### src/rtl/rv32_pkg.sv
// rv32_pkg: shared RV32I constants and fetch-stage types used by fetch, decode and immediate generation
package rv32_pkg;
  localparam int XLEN = 32;
  localparam logic [XLEN-1:0] RESET_PC_DEFAULT = 32'h0000_0000;
  localparam logic [XLEN-1:0] NOP = 32'h0000_0013;
  localparam logic [6:0] OP_IMM = 7'b0010011;
  localparam logic [6:0] LOAD   = 7'b0000011;
  localparam logic [6:0] STORE  = 7'b0100011;
  localparam logic [6:0] BRANCH = 7'b1100011;
  localparam logic [6:0] JAL    = 7'b1101111;
  localparam logic [6:0] JALR   = 7'b1100111;
  localparam logic [6:0] LUI    = 7'b0110111;
  localparam logic [6:0] AUIPC  = 7'b0010111;
  localparam logic [6:0] SYSTEM = 7'b1110011;
  typedef struct packed {
    logic [XLEN-1:0] instr;
    logic [XLEN-1:0] pc;
  } fetch_entry_t;
  function automatic logic [XLEN-1:0] word_align(input logic [XLEN-1:0] a);
    return {a[XLEN-1:2], 2'b00};
  endfunction
endpackage

### src/rtl/fetch_fifo.sv
// fetch_fifo: generic synchronous FIFO with flush, used for the instruction buffer and the address queue
module fetch_fifo #(
  parameter int WIDTH = 32,
  parameter int DEPTH = 2
) (
  input  logic                       clk,
  input  logic                       rst_n,
  input  logic                       flush_i,
  input  logic                       push_i,
  input  logic [WIDTH-1:0]           data_i,
  input  logic                       pop_i,
  output logic [WIDTH-1:0]           data_o,
  output logic [$clog2(DEPTH):0]     count_o
);
  localparam int AW = $clog2(DEPTH);
  logic [WIDTH-1:0] mem_q [DEPTH];
  logic [AW-1:0] wr_q, rd_q;
  logic [AW:0] cnt_q;
  assign data_o = mem_q[rd_q];
  assign count_o = cnt_q;
  // storage is not reset: contents are only observed through a non-zero count
  always_ff @(posedge clk) begin
    if (push_i && !flush_i) mem_q[wr_q] <= data_i;
  end
  // pointers and occupancy; flush empties the queue in one cycle
  always_ff @(posedge clk or negedge rst_n) begin
    if (!rst_n) begin
      wr_q  <= '0;
      rd_q  <= '0;
      cnt_q <= '0;
    end else if (flush_i) begin
      wr_q  <= '0;
      rd_q  <= '0;
      cnt_q <= '0;
    end else begin
      if (push_i) wr_q <= wr_q + AW'(1);
      if (pop_i) rd_q <= rd_q + AW'(1);
      cnt_q <= cnt_q + (AW+1)'(push_i) - (AW+1)'(pop_i);
    end
  end
endmodule

### src/rtl/instruction_fetch_unit.sv
// instruction_fetch_unit: RV32I fetch stage owning the PC, issuing imem reads and buffering {instr, pc} for decode
module instruction_fetch_unit
  import rv32_pkg::*;
#(
  parameter logic [XLEN-1:0] RESET_PC = RESET_PC_DEFAULT,
  parameter int FIFO_DEPTH = 2
) (
  input  logic            clk,
  input  logic            rst_n,
  output logic            imem_req_valid,
  input  logic            imem_req_ready,
  output logic [XLEN-1:0] imem_req_addr,
  input  logic            imem_rsp_valid,
  input  logic [XLEN-1:0] imem_rsp_data,
  input  logic            redirect_valid,
  input  logic [XLEN-1:0] redirect_pc,
  output logic            if_valid,
  input  logic            if_ready,
  output logic [XLEN-1:0] if_instr,
  output logic [XLEN-1:0] if_pc
);
  localparam int CW = $clog2(FIFO_DEPTH) + 1;
  logic [XLEN-1:0] pc_q, pc_d, aq_head;
  logic [CW-1:0] out_q, out_d, drop_q, drop_d, ib_cnt, aq_cnt;
  logic [CW:0] used;
  logic started_q, req_fire, rsp_keep, pop, ib_empty;
  fetch_entry_t ib_head, ib_in;
  assign ib_empty = ib_cnt == '0;
  assign pop = !ib_empty && if_ready && !redirect_valid;
  assign used = {1'b0, out_q} + {1'b0, ib_cnt} - (CW+1)'(pop);
  assign imem_req_valid = started_q && !redirect_valid && used < (CW+1)'(FIFO_DEPTH);
  assign imem_req_addr = pc_q;
  assign req_fire = imem_req_valid && imem_req_ready;
  assign rsp_keep = imem_rsp_valid && drop_q == '0 && aq_cnt != '0 && !redirect_valid;
  assign ib_in = '{instr: imem_rsp_data, pc: aq_head};
  assign if_valid = !ib_empty;
  assign if_instr = ib_empty ? NOP : ib_head.instr;
  assign if_pc = ib_empty ? '0 : ib_head.pc;
  // next PC, in-flight count and count of responses still to be discarded after a redirect
  always_comb begin
    pc_d = redirect_valid ? word_align(redirect_pc) : req_fire ? pc_q + 32'd4 : pc_q;
    out_d = out_q + CW'(req_fire) - CW'(imem_rsp_valid);
    drop_d = redirect_valid ? out_q - CW'(imem_rsp_valid) :
             (imem_rsp_valid && drop_q != '0) ? drop_q - CW'(1) : drop_q;
  end
  // fetch state; started_q holds off the first request until the first edge after reset release
  always_ff @(posedge clk or negedge rst_n) begin
    if (!rst_n) begin
      started_q <= 1'b0;
      pc_q      <= RESET_PC;
      out_q     <= '0;
      drop_q    <= '0;
    end else begin
      started_q <= 1'b1;
      pc_q      <= pc_d;
      out_q     <= out_d;
      drop_q    <= drop_d;
    end
  end
  fetch_fifo #(.WIDTH(XLEN), .DEPTH(FIFO_DEPTH)) u_addr_q (
    .clk(clk), .rst_n(rst_n), .flush_i(redirect_valid),
    .push_i(req_fire), .data_i(pc_q), .pop_i(rsp_keep),
    .data_o(aq_head), .count_o(aq_cnt)
  );
  fetch_fifo #(.WIDTH($bits(fetch_entry_t)), .DEPTH(FIFO_DEPTH)) u_instr_buf (
    .clk(clk), .rst_n(rst_n), .flush_i(redirect_valid),
    .push_i(rsp_keep), .data_i(ib_in), .pop_i(pop),
    .data_o(ib_head), .count_o(ib_cnt)
  );
endmodule
### config.mk
export PLATFORM = sky130hd
export DESIGN_NAME = instruction_fetch_unit
export DESIGN_NICKNAME = d
export VERILOG_FILES = /design/src/rtl/rv32_pkg.sv /design/src/rtl/fetch_fifo.sv /design/src/rtl/instruction_fetch_unit.sv
export SDC_FILE = /design/constraint.sdc
export NUM_CORES = 1
export LEC_CHECK = 0
export ABC_AREA = 1
export BUFFER_PORTS_ARGS = -buffer_cell sky130_fd_sc_hd__buf_2
export CAP_MARGIN = 40
export CORE_MARGIN = 1.5
export CORE_UTILIZATION = 40
export DETAILED_ROUTE_END_ITERATION = 10
export PLACE_DENSITY = 0.64
export SYNTH_ARGS = -nofsm -noshare
export SYNTH_HDL_FRONTEND = slang
export SYNTH_HIERARCHICAL = 1
export SYNTH_SLANG_ARGS = --single-unit
export TNS_END_PERCENT = 10
### constraint.sdc
create_clock -name clk -period 5.6 [get_ports clk]
set_clock_uncertainty 0.1 [all_clocks]
set_input_delay 0.28 -clock clk [delete_from_list [all_inputs] [get_ports clk]]
set_output_delay 0.28 -clock clk [all_outputs]
set_load 0.01 [all_outputs]
-- Word-level counts from Yosys, hierarchy flattened
Memory sizes are Yosys's and may differ from the RTL's.
Index checks and enable logic that the tools add are counted.
- RAM bits: 192
- output and inout port bits: 98
- flip-flop bits (word level): 45
- input bits: 70
- logic and storage cells: 69
- memories kept: 2
- memory list (name ; depth ; width ; rd ports ; clocked after Yosys merged registers in ; write ports ; line ; RTL):
    u_instr_buf.mem_q ; 2 ; 64 ; 1 ; 0 ; 1 ; fetch_fifo.sv:16 ; logic [WIDTH-1:0] mem_q [DEPTH];
    u_addr_q.mem_q ; 2 ; 32 ; 1 ; 0 ; 1 ; fetch_fifo.sv:16 ;
- $lt $le $gt $ge: 1
- reductions and logical operators: 21
- muxes and demuxes: 20
- $add $sub $neg: 15
- operators by type and width (cell ; number):
    32-bit two-way mux ; 4
    32-bit by 3-bit adder with 32-bit output (second input constant) ; 1
    1-bit two-way mux ; 12
    2-bit nonzero test ; 6
    1-bit logical AND ; 11
    2-bit two-way mux ; 4
    2-bit by 1-bit subtractor with 2-bit output ; 4
    2-bit by 1-bit adder with 2-bit output ; 3
    1-bit adder (second input constant) ; 4
    2-bit zero test ; 2
    2-bit by 2-bit adder with 3-bit output ; 1
    3-bit by 2-bit < comparator with 1-bit output (second input constant) ; 1
    3-bit by 1-bit subtractor with 3-bit output ; 1
    1-bit zero test ; 2
    2-bit by 1-bit subtractor with 2-bit output (second input constant) ; 1

-- Depth between registers and ports, before layout
Gate-level depths: netlist of run 1.
- depth after elaboration: 11
- gate-level depth with buffers: 17
- gate-level depth less buffers: 13

-- By module
Netlist of run 1, hierarchy kept.
- modules (own cells, without submodules) (module ; area an instance (µm²) ; seq. area each (µm²) ; cells each ; times used):
    fetch_fifo at u_instr_buf ; 4986.0 ; 3943.8 ; 226 ; 1
    instruction_fetch_unit ; 3166.8 ; 875.8 ; 552 ; 1
    fetch_fifo at u_addr_q ; 2671.3 ; 2021.9 ; 127 ; 1

-- Worst setup path before layout of run 1
No wires, ideal clock.
- path kind: input -> register
- from: input port redirect_valid
- to: memory u_addr_q.mem_q[0][0], enable pin
- arrival time: 4.108 ns
- path buffers: 4
- required time: 5.078 ns
- slack: 0.970 ns
- stages: 15
- library setup time: 0.422 ns
- cell sequence: buf_2 inv_6 clkbuf_1 nand2_1 nor2_1 ha_1 or2_2 fa_1 xor2_1 nand3b_4 inv_2 buf_6 buf_6 nand2_1 nor2_1
- word-level cells in the longest chain between the ends: 9
- elaborated cells on any way between the ends: 10
- classes of those cells: add/sub: 1; order compare: 1; mux: 2; reduce/logical: 6
- RTL lines (element ; line ; RTL):
    start: declaration ; instruction_fetch_unit.sv:15 ; input logic redirect_valid,
    1-bit zero test ; instruction_fetch_unit.sv:29 ; assign pop = !ib_empty && if_ready && !redirect_valid;
    1-bit logical AND ; instruction_fetch_unit.sv:29 ;
    net pop ; instruction_fetch_unit.sv:26 ; logic started_q, req_fire, rsp_keep, pop, ib_empty;
    3-bit by 1-bit subtractor with 3-bit output ; instruction_fetch_unit.sv:30 ; assign used = {1'b0, out_q} + {1'b0, ib_cnt} - (CW+1)'(pop);
    3-bit by 2-bit < comparator with 1-bit output ; instruction_fetch_unit.sv:31 ; assign imem_req_valid = started_q && !redirect_valid && used < (CW+1)'(FIFO_DEPTH);
    1-bit logical AND ; instruction_fetch_unit.sv:31 ;
    1-bit logical AND ; instruction_fetch_unit.sv:33 ; assign req_fire = imem_req_valid && imem_req_ready;
    net req_fire ; instruction_fetch_unit.sv:26 ;
    1-bit logical AND ; fetch_fifo.sv:23 ; if (push_i && !flush_i) mem_q[wr_q] <= data_i;
    1-bit two-way mux ; fetch_fifo.sv:23 ;
    1-bit two-way mux (not written as such) ; fetch_fifo.sv:23 ;
    end: declaration ; fetch_fifo.sv:16 ;
The timed path passes the listed nets, and every way through them passes these cells.

-- Worst setup path after layout of run 1
- from: register u_instr_buf.cnt_q[1], in the netlist u_instr_buf/count_o[1]
- to: memory u_addr_q.mem_q[0][3], enable pin
- word-level cells in the longest chain between the ends: 11
- elaborated cells on any way between the ends: 12
- classes of those cells: add/sub: 2; order compare: 1; mux: 2; reduce/logical: 7
- RTL lines (element ; line ; RTL):
    start: declaration ; fetch_fifo.sv:18 ; logic [AW:0] cnt_q;
    start signal: assignment ; fetch_fifo.sv:38 ; cnt_q <= cnt_q + (AW+1)'(push_i) - (AW+1)'(pop_i);
    2-bit zero test ; instruction_fetch_unit.sv:28 ; assign ib_empty = ib_cnt == '0;
    1-bit zero test ; instruction_fetch_unit.sv:29 ;
    1-bit logical AND (2 in series) ; instruction_fetch_unit.sv:29 ;
    net pop ; instruction_fetch_unit.sv:26 ;
    3-bit by 1-bit subtractor with 3-bit output ; instruction_fetch_unit.sv:30 ;
    3-bit by 2-bit < comparator with 1-bit output ; instruction_fetch_unit.sv:31 ;
    1-bit logical AND ; instruction_fetch_unit.sv:31 ;
    1-bit logical AND ; instruction_fetch_unit.sv:33 ;
    1-bit logical AND ; fetch_fifo.sv:23 ;
    1-bit two-way mux ; fetch_fifo.sv:23 ;
    1-bit two-way mux (not written as such) ; fetch_fifo.sv:23 ;
The timed path passes the listed nets, and every way through them passes these cells.

==> run summary, run 1 <==
OUTCOME
------------------------------------------------------------------------------------------------------
Run status .............................................................................. complete, no violations

SETUP PATH
------------------------------------------------------------------------------------------------------
Peak fanout along the critical path .....................................................           31
CP endpoint kind ........................................................................    flip-flop
Count of cells along the worst register-to-register path ................................           11
Critical path start-end classification .................................................. flip-flop to flip-flop
Critical path launch point type .........................................................    flip-flop
Data required, critical path ............................................................      5.66 ns
Arrival @ worst endpoint ................................................................      4.13 ns
FF-to-FF setup slack ....................................................................      1.53 ns
Worst r2r src ........................................................................... u_instr_buf/count_o[1]
Critical register-to-register path endpoint ............................................. u_addr_q/mem_q[0][3]

STA
------------------------------------------------------------------------------------------------------
Tcrit/Tclk final ........................................................................        0.727
Final critical path time including I/O delays and setup .................................      4.07 ns
Final number of hold-violating endpoints ................................................            0
Max-slew headroom .......................................................................        0.531
Transition at the pin with the smallest max-transition slack ............................     0.704 ns
Max-slew violation total from the final report ..........................................            0
Number of endpoints failing setup at the final stage ....................................            0
Achievable clock frequency ..............................................................      246 MHz
Setup_tns ...............................................................................         0 ns
RSZ-0062 raised after global routing ....................................................           no

CLOCKING
------------------------------------------------------------------------------------------------------
Clk sink count ..........................................................................          235
Max clock buf depth .....................................................................            3
Clock Tree Root ......................................................................... sky130_fd_sc_hd__clkbuf_16
TritonCTS clock tree ....................................................................          yes
Max H-tree Level ........................................................................            1
Post-CTS setup buffer count .............................................................            0
Skew-Pair Late Insertion Delay ..........................................................      0.51 ns
Clock transition at the register clock pins on the worst setup and hold paths after CTS .      0.06 ns
Number of buffers created by CTS ........................................................           25

SYNTH
------------------------------------------------------------------------------------------------------
Asr flop ratio synth ....................................................................        0.183
Sequential cell area fraction in the yosys report .......................................        0.632
Number of flops mapped to enable cells by yosys .........................................          192
Leading cell type by number of instances after synthesis ................................ sky130_fd_sc_hd__edfxtp_1
Top cells by area, synth ................................................................ sky130_fd_sc_hd__edfxtp_1, sky130_fd_sc_hd__dfrtp_1, sky130_fd_sc_hd__mux2_4
Number of instances in the synthesized netlist ..........................................          905
Total of flip-flops plus latches after synthesis ........................................          235
Top_reg_cell synth ...................................................................... sky130_fd_sc_hd__edfxtp_1
Yosys top cell area share ...............................................................        0.533
Number of warnings issued by yosys ......................................................            6
Cell area after synthesis ............................................................... 10,800 sq um
Per-instance average area after synthesis ...............................................   12.0 sq um
Area leader, netlist .................................................................... sky130_fd_sc_hd__edfxtp_1
Cell variety after synth ................................................................           34
Most frequent cells after synthesis ..................................................... sky130_fd_sc_hd__edfxtp_1, sky130_fd_sc_hd__nand2_1, sky130_fd_sc_hd__inv_1

POWER AND IR DROP
------------------------------------------------------------------------------------------------------
Combinational share of power ............................................................        0.113
Worst vdd ir ............................................................................   0.000232 V
Leakage .................................................................................      5.84 nW
Switching pwr ...........................................................................      1.02 mW
Internal Pwr Total ......................................................................      3.19 mW
Share of power burned in the clock network ..............................................        0.391
Sequential cell fraction of total power .................................................        0.496
Sw Share ................................................................................        0.242
Pwr/cell area ...........................................................................  312 nW/um^2

FLOORPLAN
------------------------------------------------------------------------------------------------------
Ports placed on the boundary ............................................................          168
Area enclosed by the die boundary ....................................................... 28,100 sq um
Die Wd ..................................................................................       168 um
Placement row count .....................................................................           60
Starting density of the core ............................................................        0.405
Area of the placeable core .............................................................. 26,700 sq um
Die outline height ......................................................................       168 um

CELLS AND AREA
------------------------------------------------------------------------------------------------------
Share of cells above drive strength 1 ...................................................        0.288
Total Nets Final ........................................................................        1,223
Antenna cells ...........................................................................            0
Final core utilization ..................................................................        0.505
Layout Area Growth over Synthesis .......................................................        24.7%

ROUTING
------------------------------------------------------------------------------------------------------
Mean routed wirelength per cell .........................................................      14.8 um
DRC Markers .............................................................................            0
DR pass1 iterations .....................................................................            4
Via count ...............................................................................        6,977
Post-DRT Antenna Nets ...................................................................            0
Count of routing violations after the opening detailed-route iteration ..................          388
DR vias/cell ............................................................................         4.65
Post-detailed-routing wire length .......................................................    22,300 um

PLACEMENT
------------------------------------------------------------------------------------------------------
RePlAce Congestion ......................................................................        0.879
DP HPWL .................................................................................    14,700 um
IO Port Bufs ............................................................................          163

GLOBAL ROUTING
------------------------------------------------------------------------------------------------------
Global-route wire length before repair ..................................................    35,200 um
Total congestion overflow after global routing ..........................................            0
Via count of the first global-routing pass ..............................................        6,978
GRT Resource Usage Total ................................................................        0.158
Pin count of the biggest net entering global routing ....................................           66
Antenna violations before repair ........................................................            0

WORST HOLD PATH
------------------------------------------------------------------------------------------------------
Hold Path Stages ........................................................................            4
Min-Delay Endpoint ......................................................................    drop_q[0]
Startpoint of the tightest hold check path .............................................. imem_rsp_valid
Tightest Hold Check Type ................................................................ input port to flip-flop

RUN
------------------------------------------------------------------------------------------------------
Number of violations of the max-capacitance limit .......................................            0

[what timing repair did]
action                                  in CTS  in global routing
endpoints found under the setup margin       0                  0
endpoints found under the hold margin      115                  0
hold buffers                                63                  0
resized for setup                            0                  0
[flip-flops by register name, indices dropped and copies added (netlist names), 2 cells and up]
register             flops
u_instr_buf/count_o      2
u_instr_buf/mem_q      128
drop_q                   2
out_q                    2
u_addr_q/mem_q          64
imem_req_addr           30
u_addr_q/count_o         2
[power by group through the flow]
stage          Sequential, mW  Clock (mW)  Combinational [mW]
5_1_grt                  2.10        1.76               0.533
3_5_place_dp             2.12           0               0.442
4_1_cts                  2.09        1.69               0.480
6_report                 2.09        1.65               0.475
2_1_floorplan            2.10           0               0.280
3_3_place_gp             2.12           0               0.418
[layer usage]
layer,share of wire,up-vias,GRT usage
met3,0.047,27,0.0227
met5,0,-,0
li1,-,3479,-
met2,0.50,186,0.288
met1,0.44,3285,0.197
met4,0.016,0,0.0423
[logic make-up after synthesis]
logic type      Yosys count  synth area share
buf+inv                 159            0.0673
xor+xnor                  9           0.00728
simple gates            369             0.143
compound gates           23            0.0128
flops                   235             0.632
mux                      96             0.123
other cells               2          0.000694
fa+ha+maj                12            0.0146
[critical path, cell delays in order, from the launching register on]
cell and delay [ns]:
sky130_fd_sc_hd__dfrtp_1 0.42, sky130_fd_sc_hd__nor2_4 0.04, sky130_fd_sc_hd__nor2_1 0.23, sky130_fd_sc_hd__ha_1 0.28, sky130_fd_sc_hd__or2_2 0.30, sky130_fd_sc_hd__fa_1 0.42
sky130_fd_sc_hd__xor2_1 0.27, sky130_fd_sc_hd__nand3b_4 0.30, sky130_fd_sc_hd__inv_2 0.52, sky130_fd_sc_hd__nand2_1 0.25, sky130_fd_sc_hd__nor2_4 0.16, sky130_fd_sc_hd__buf_4 0.39
[placed cells by master (no fill, tap or decap), types with 2 or more instances in the layout]
cell                            instances
sky130_fd_sc_hd__buf_2                163
sky130_fd_sc_hd__inv_1                125
sky130_fd_sc_hd__clkbuf_16             25
sky130_fd_sc_hd__o21ai_0                8
sky130_fd_sc_hd__buf_16                 2
sky130_fd_sc_hd__edfxtp_1             192
sky130_fd_sc_hd__inv_2                  2
sky130_fd_sc_hd__clkinv_2               5
sky130_fd_sc_hd__buf_12                 2
sky130_fd_sc_hd__clkinv_4               2
sky130_fd_sc_hd__nor3_1                 2
sky130_fd_sc_hd__nor2_1               103
sky130_fd_sc_hd__conb_1                 7
sky130_fd_sc_hd__nand3_1               74
sky130_fd_sc_hd__buf_4                  5
sky130_fd_sc_hd__or2_2                  7
sky130_fd_sc_hd__clkbuf_8               7
sky130_fd_sc_hd__nor2_2                 2
sky130_fd_sc_hd__bufinv_16              2
sky130_fd_sc_hd__nand2_1              169
sky130_fd_sc_hd__mux2_4                66
sky130_fd_sc_hd__ha_1                  11
sky130_fd_sc_hd__xnor2_1                4
sky130_fd_sc_hd__nor2_4                 6
sky130_fd_sc_hd__dlygate4sd3_1         63
sky130_fd_sc_hd__a21oi_1                6
sky130_fd_sc_hd__o21bai_1               7
sky130_fd_sc_hd__clkinvlp_4             2
sky130_fd_sc_hd__xor2_1                 5
sky130_fd_sc_hd__nand4_1                2
sky130_fd_sc_hd__dfrtp_1               41
sky130_fd_sc_hd__mux2_2                30
[through the flow]
step                      setup slack, ns  instance area [sq um]  hold slack, ns  power, mW  std cells
final                                1.53                  13500          0.0808       4.21       1500
after global routing                 1.22                  13500           0.108       4.39       1500
after CTS                            1.49                  13500          0.0640       4.26       1500
after detailed placement             1.29                  12000           0.197       2.57       1392
after global placement               1.07                  11900           0.368       2.54       1388
after floorplan                     0.970                  10800          -0.116       2.38        910
[area by class of cell]
type / count / area, sq um
Fill cell: 2338 / 13200
Timing Repair Buffer: 235 / 1580
Inverter: 128 / 485
Multi-Input combinational cell: 516 / 3310
Tap cell: 341 / 427
Clock buffer: 33 / 726
Sequential cell: 235 / 6850
Clock inverter: 12 / 121
[worst max-delay path by stage]
stage / cells past startpoint / slack [ns] / start / endpoint
6_report: 11 / 1.53 / u_instr_buf/count_o[1] / u_addr_q/mem_q[0][3]
5_1_grt: 11 / 1.22 / u_instr_buf/count_o[1] / u_addr_q/mem_q[0][29]
4_1_cts: 11 / 1.49 / u_instr_buf/count_o[1] / u_addr_q/mem_q[0][30]
3_5_place_dp: 13 / 1.29 / redirect_valid / u_addr_q/mem_q[0][2]
3_3_place_gp: 12 / 1.07 / redirect_valid / u_addr_q/mem_q[1][2]
2_1_floorplan: 15 / 0.97 / redirect_valid / u_addr_q/mem_q[0][0]
Power figures use the tool's default switching activity.
==> inputs of run 2 (changes only) <==
==> constraint.sdc (replaced) <==
create_clock -name clk -period 3.85 [get_ports clk]
set_clock_uncertainty 0.1 [all_clocks]
set_input_delay 0.1925 -clock clk [delete_from_list [all_inputs] [get_ports clk]]
set_output_delay 0.1925 -clock clk [all_outputs]
set_load 0.01 [all_outputs]
==> run summary, run 2 (same netlist as run 1, synthesis figures left out) <==
FLOORPLAN
------------------------------------------------------------------------------------------------------
Placement row count .....................................................................           60
Ports placed on the boundary ............................................................          168
Area of the placeable core .............................................................. 26,700 sq um
Starting density of the core ............................................................        0.405
Die Wd ..................................................................................       168 um
Area enclosed by the die boundary ....................................................... 28,100 sq um
Die outline height ......................................................................       168 um

POWER AND IR DROP
------------------------------------------------------------------------------------------------------
Leakage .................................................................................      5.88 nW
Pwr/cell area ...........................................................................  458 nW/um^2
Worst vdd ir ............................................................................   0.000285 V

STA
------------------------------------------------------------------------------------------------------
Achievable clock frequency ..............................................................      302 MHz
Hold slack final ........................................................................    0.0530 ns
Tcrit/Tclk final ........................................................................        0.859
Max-slew violation total from the final report ..........................................            0
Final number of hold-violating endpoints ................................................            0
Final critical path time including I/O delays and setup .................................      3.31 ns
Transition at the pin with the smallest max-transition slack ............................     0.774 ns
RSZ-0062 raised after global routing ....................................................           no
Max-slew headroom .......................................................................        0.484
Number of endpoints failing setup at the final stage ....................................            0

SETUP PATH
------------------------------------------------------------------------------------------------------
FF-to-FF setup slack ....................................................................      0.54 ns
Standard cell with the maximum stage delay on the critical path ......................... sky130_fd_sc_hd__dfrtp_1
Critical path launch point type .........................................................    flip-flop
Critical path start-end classification .................................................. flip-flop to flip-flop
Most common cell on crit path ........................................................... sky130_fd_sc_hd__nor2_4
Cells traversed along the worst timing path ............................................. nor2_4, nor2_1, ha_1, or2_2, fa_1, xor2_1, nand3b_4, inv_2, nand2_1, nor2_4, buf_12
Count of buffer and inverter cells on the critical path .................................            2
Arrival @ worst endpoint ................................................................      3.43 ns
CP endpoint kind ........................................................................    flip-flop
Data required, critical path ............................................................      3.97 ns
CP peak stage delay .....................................................................      0.44 ns
Peak fanout along the critical path .....................................................           21
Family with the most delay on the worst path ............................................ simple AND/OR/NAND/NOR gates

PLACEMENT
------------------------------------------------------------------------------------------------------
RePlAce Congestion ......................................................................        0.826
Placed cell count .......................................................................        1,397
IO Port Bufs ............................................................................          163
DP HPWL .................................................................................    14,200 um
Total placed instance area .............................................................. 12,100 sq um

CELLS AND AREA
------------------------------------------------------------------------------------------------------
Number of cells in the finished layout apart from fillers ...............................        1,508
Post-route cell area .................................................................... 13,600 sq um
Most common cell after layout, fill and taps aside ...................................... sky130_fd_sc_hd__edfxtp_1
Register ranked first by flip-flop count ................................................ u_instr_buf/mem_q
Max FFs per register ....................................................................          128
Total Nets Final ........................................................................        1,231
Antenna cells ...........................................................................            0
Share of cells above drive strength 1 ...................................................        0.289
Most frequent cells in the layout ....................................................... sky130_fd_sc_hd__edfxtp_1, sky130_fd_sc_hd__nand2_1, sky130_fd_sc_hd__buf_2, sky130_fd_sc_hd__inv_1, sky130_fd_sc_hd__nor2_1
Layout Area Growth over Synthesis .......................................................        25.4%

CLOCKING
------------------------------------------------------------------------------------------------------
Post-CTS setup buffer count .............................................................            0
CTS resizes .............................................................................            0
Clock Tree Root ......................................................................... sky130_fd_sc_hd__clkbuf_16
Clock transition at the register clock pins on the worst setup and hold paths after CTS .      0.06 ns
Max H-tree Level ........................................................................            1
Max clock buf depth .....................................................................            3
Number of buffers created by CTS ........................................................           25
TritonCTS clock tree ....................................................................          yes
Skew-Pair Late Insertion Delay ..........................................................      0.52 ns
Count of hold-fix buffers inserted at cts ...............................................           66
Clk sink count ..........................................................................          235

ROUTING
------------------------------------------------------------------------------------------------------
Mean routed wirelength per cell .........................................................      14.7 um
DR pass1 iterations .....................................................................            4
Count of routing violations after the opening detailed-route iteration ..................          495
DR vias/cell ............................................................................         4.69
Via count ...............................................................................        7,065
Post-detailed-routing wire length .......................................................    22,200 um
Post-DRT Antenna Nets ...................................................................            0
DRC Markers .............................................................................            0

GLOBAL ROUTING
------------------------------------------------------------------------------------------------------
Pin count of the biggest net entering global routing ....................................           66
Global-route wire length before repair ..................................................    35,100 um
Total congestion overflow after global routing ..........................................            0
GRT Resource Usage Total ................................................................        0.157
Antenna violations before repair ........................................................            0
Via count of the first global-routing pass ..............................................        6,712

WORST HOLD PATH
------------------------------------------------------------------------------------------------------
Tightest Hold Check Type ................................................................ input port to flip-flop

RUN
------------------------------------------------------------------------------------------------------
Number of violations of the max-capacitance limit .......................................            0

OUTCOME
------------------------------------------------------------------------------------------------------
Run status .............................................................................. complete, no violations

==> run 2: cell types whose count changed in the layout (fill, tap and decap cells not counted), sizes merged <==
cell	delta
buf	+5
bufinv	+1
clkbuf	+3
clkinv	-4
dlygate4sd3	+3
==> run 2: per-stage QoR <==
step                power [mW]  setup WS (ns)   util  TNS, ns
finish                    6.21          0.541  0.508        0
global route              6.49          0.341  0.508        0
CTS                       6.29          0.508  0.508        0
detailed placement        3.73          0.532  0.451        0
global placement          3.71          0.605  0.450        0
floorplan                 3.46         -0.522      -   -39.43
==> run 2: final timing paths <==
kind	from	to	depth (start not counted)
worst min-delay path	redirect_valid	u_instr_buf/rd_q	5
min in group asynchronous	rst_n	imem_req_addr[24]	3
worst max-delay path	u_instr_buf/count_o[1]	u_addr_q/mem_q[1][12]	11
worst min register to register	out_q[0]	out_q[0]	1
max in group asynchronous	rst_n	u_instr_buf/rd_q	3
worst max register to register	u_instr_buf/count_o[1]	u_addr_q/mem_q[1][12]	11
==> run 2: layout make-up <==
class / instances / area (sq um)
clock buffers: 36 / 737
clock inverters: 9 / 125
fillers: 2350 / 13200
inverters: 128 / 485
multi-input cells: 516 / 3310
flip-flops and latches: 235 / 6850
well taps: 341 / 427
repair buffers: 243 / 1640
==> run 2: routing by layer <==
metal	track usage	wire (um)	up-vias
met4	0.0462	460	0
met5	0	0	-
met1	0.212	10100	3351
met2	0.264	10500	188
li1	-	-	3492
met3	0.0236	1060	34
==> run 2: power breakdown <==
part	switching [mW]	leakage [nW]	internal [mW]	total, mW
Clock	0.960	0.421	1.52	2.48
Sequential	0.159	2.26	2.88	3.04
Combinational	0.378	3.20	0.314	0.692
Total	1.50	5.88	4.72	6.21
==> run 2: worst register-to-register path, delay by kind of cell, from the launching register on <==
family | cells | cell delay [ns]
adders and majority gates | 2 | 0.69
and+or+nand+nor | 6 | 1.20
buffers and inverters | 2 | 0.30
DFF | 1 | 0.44
xor gates and xnor gates | 1 | 0.28
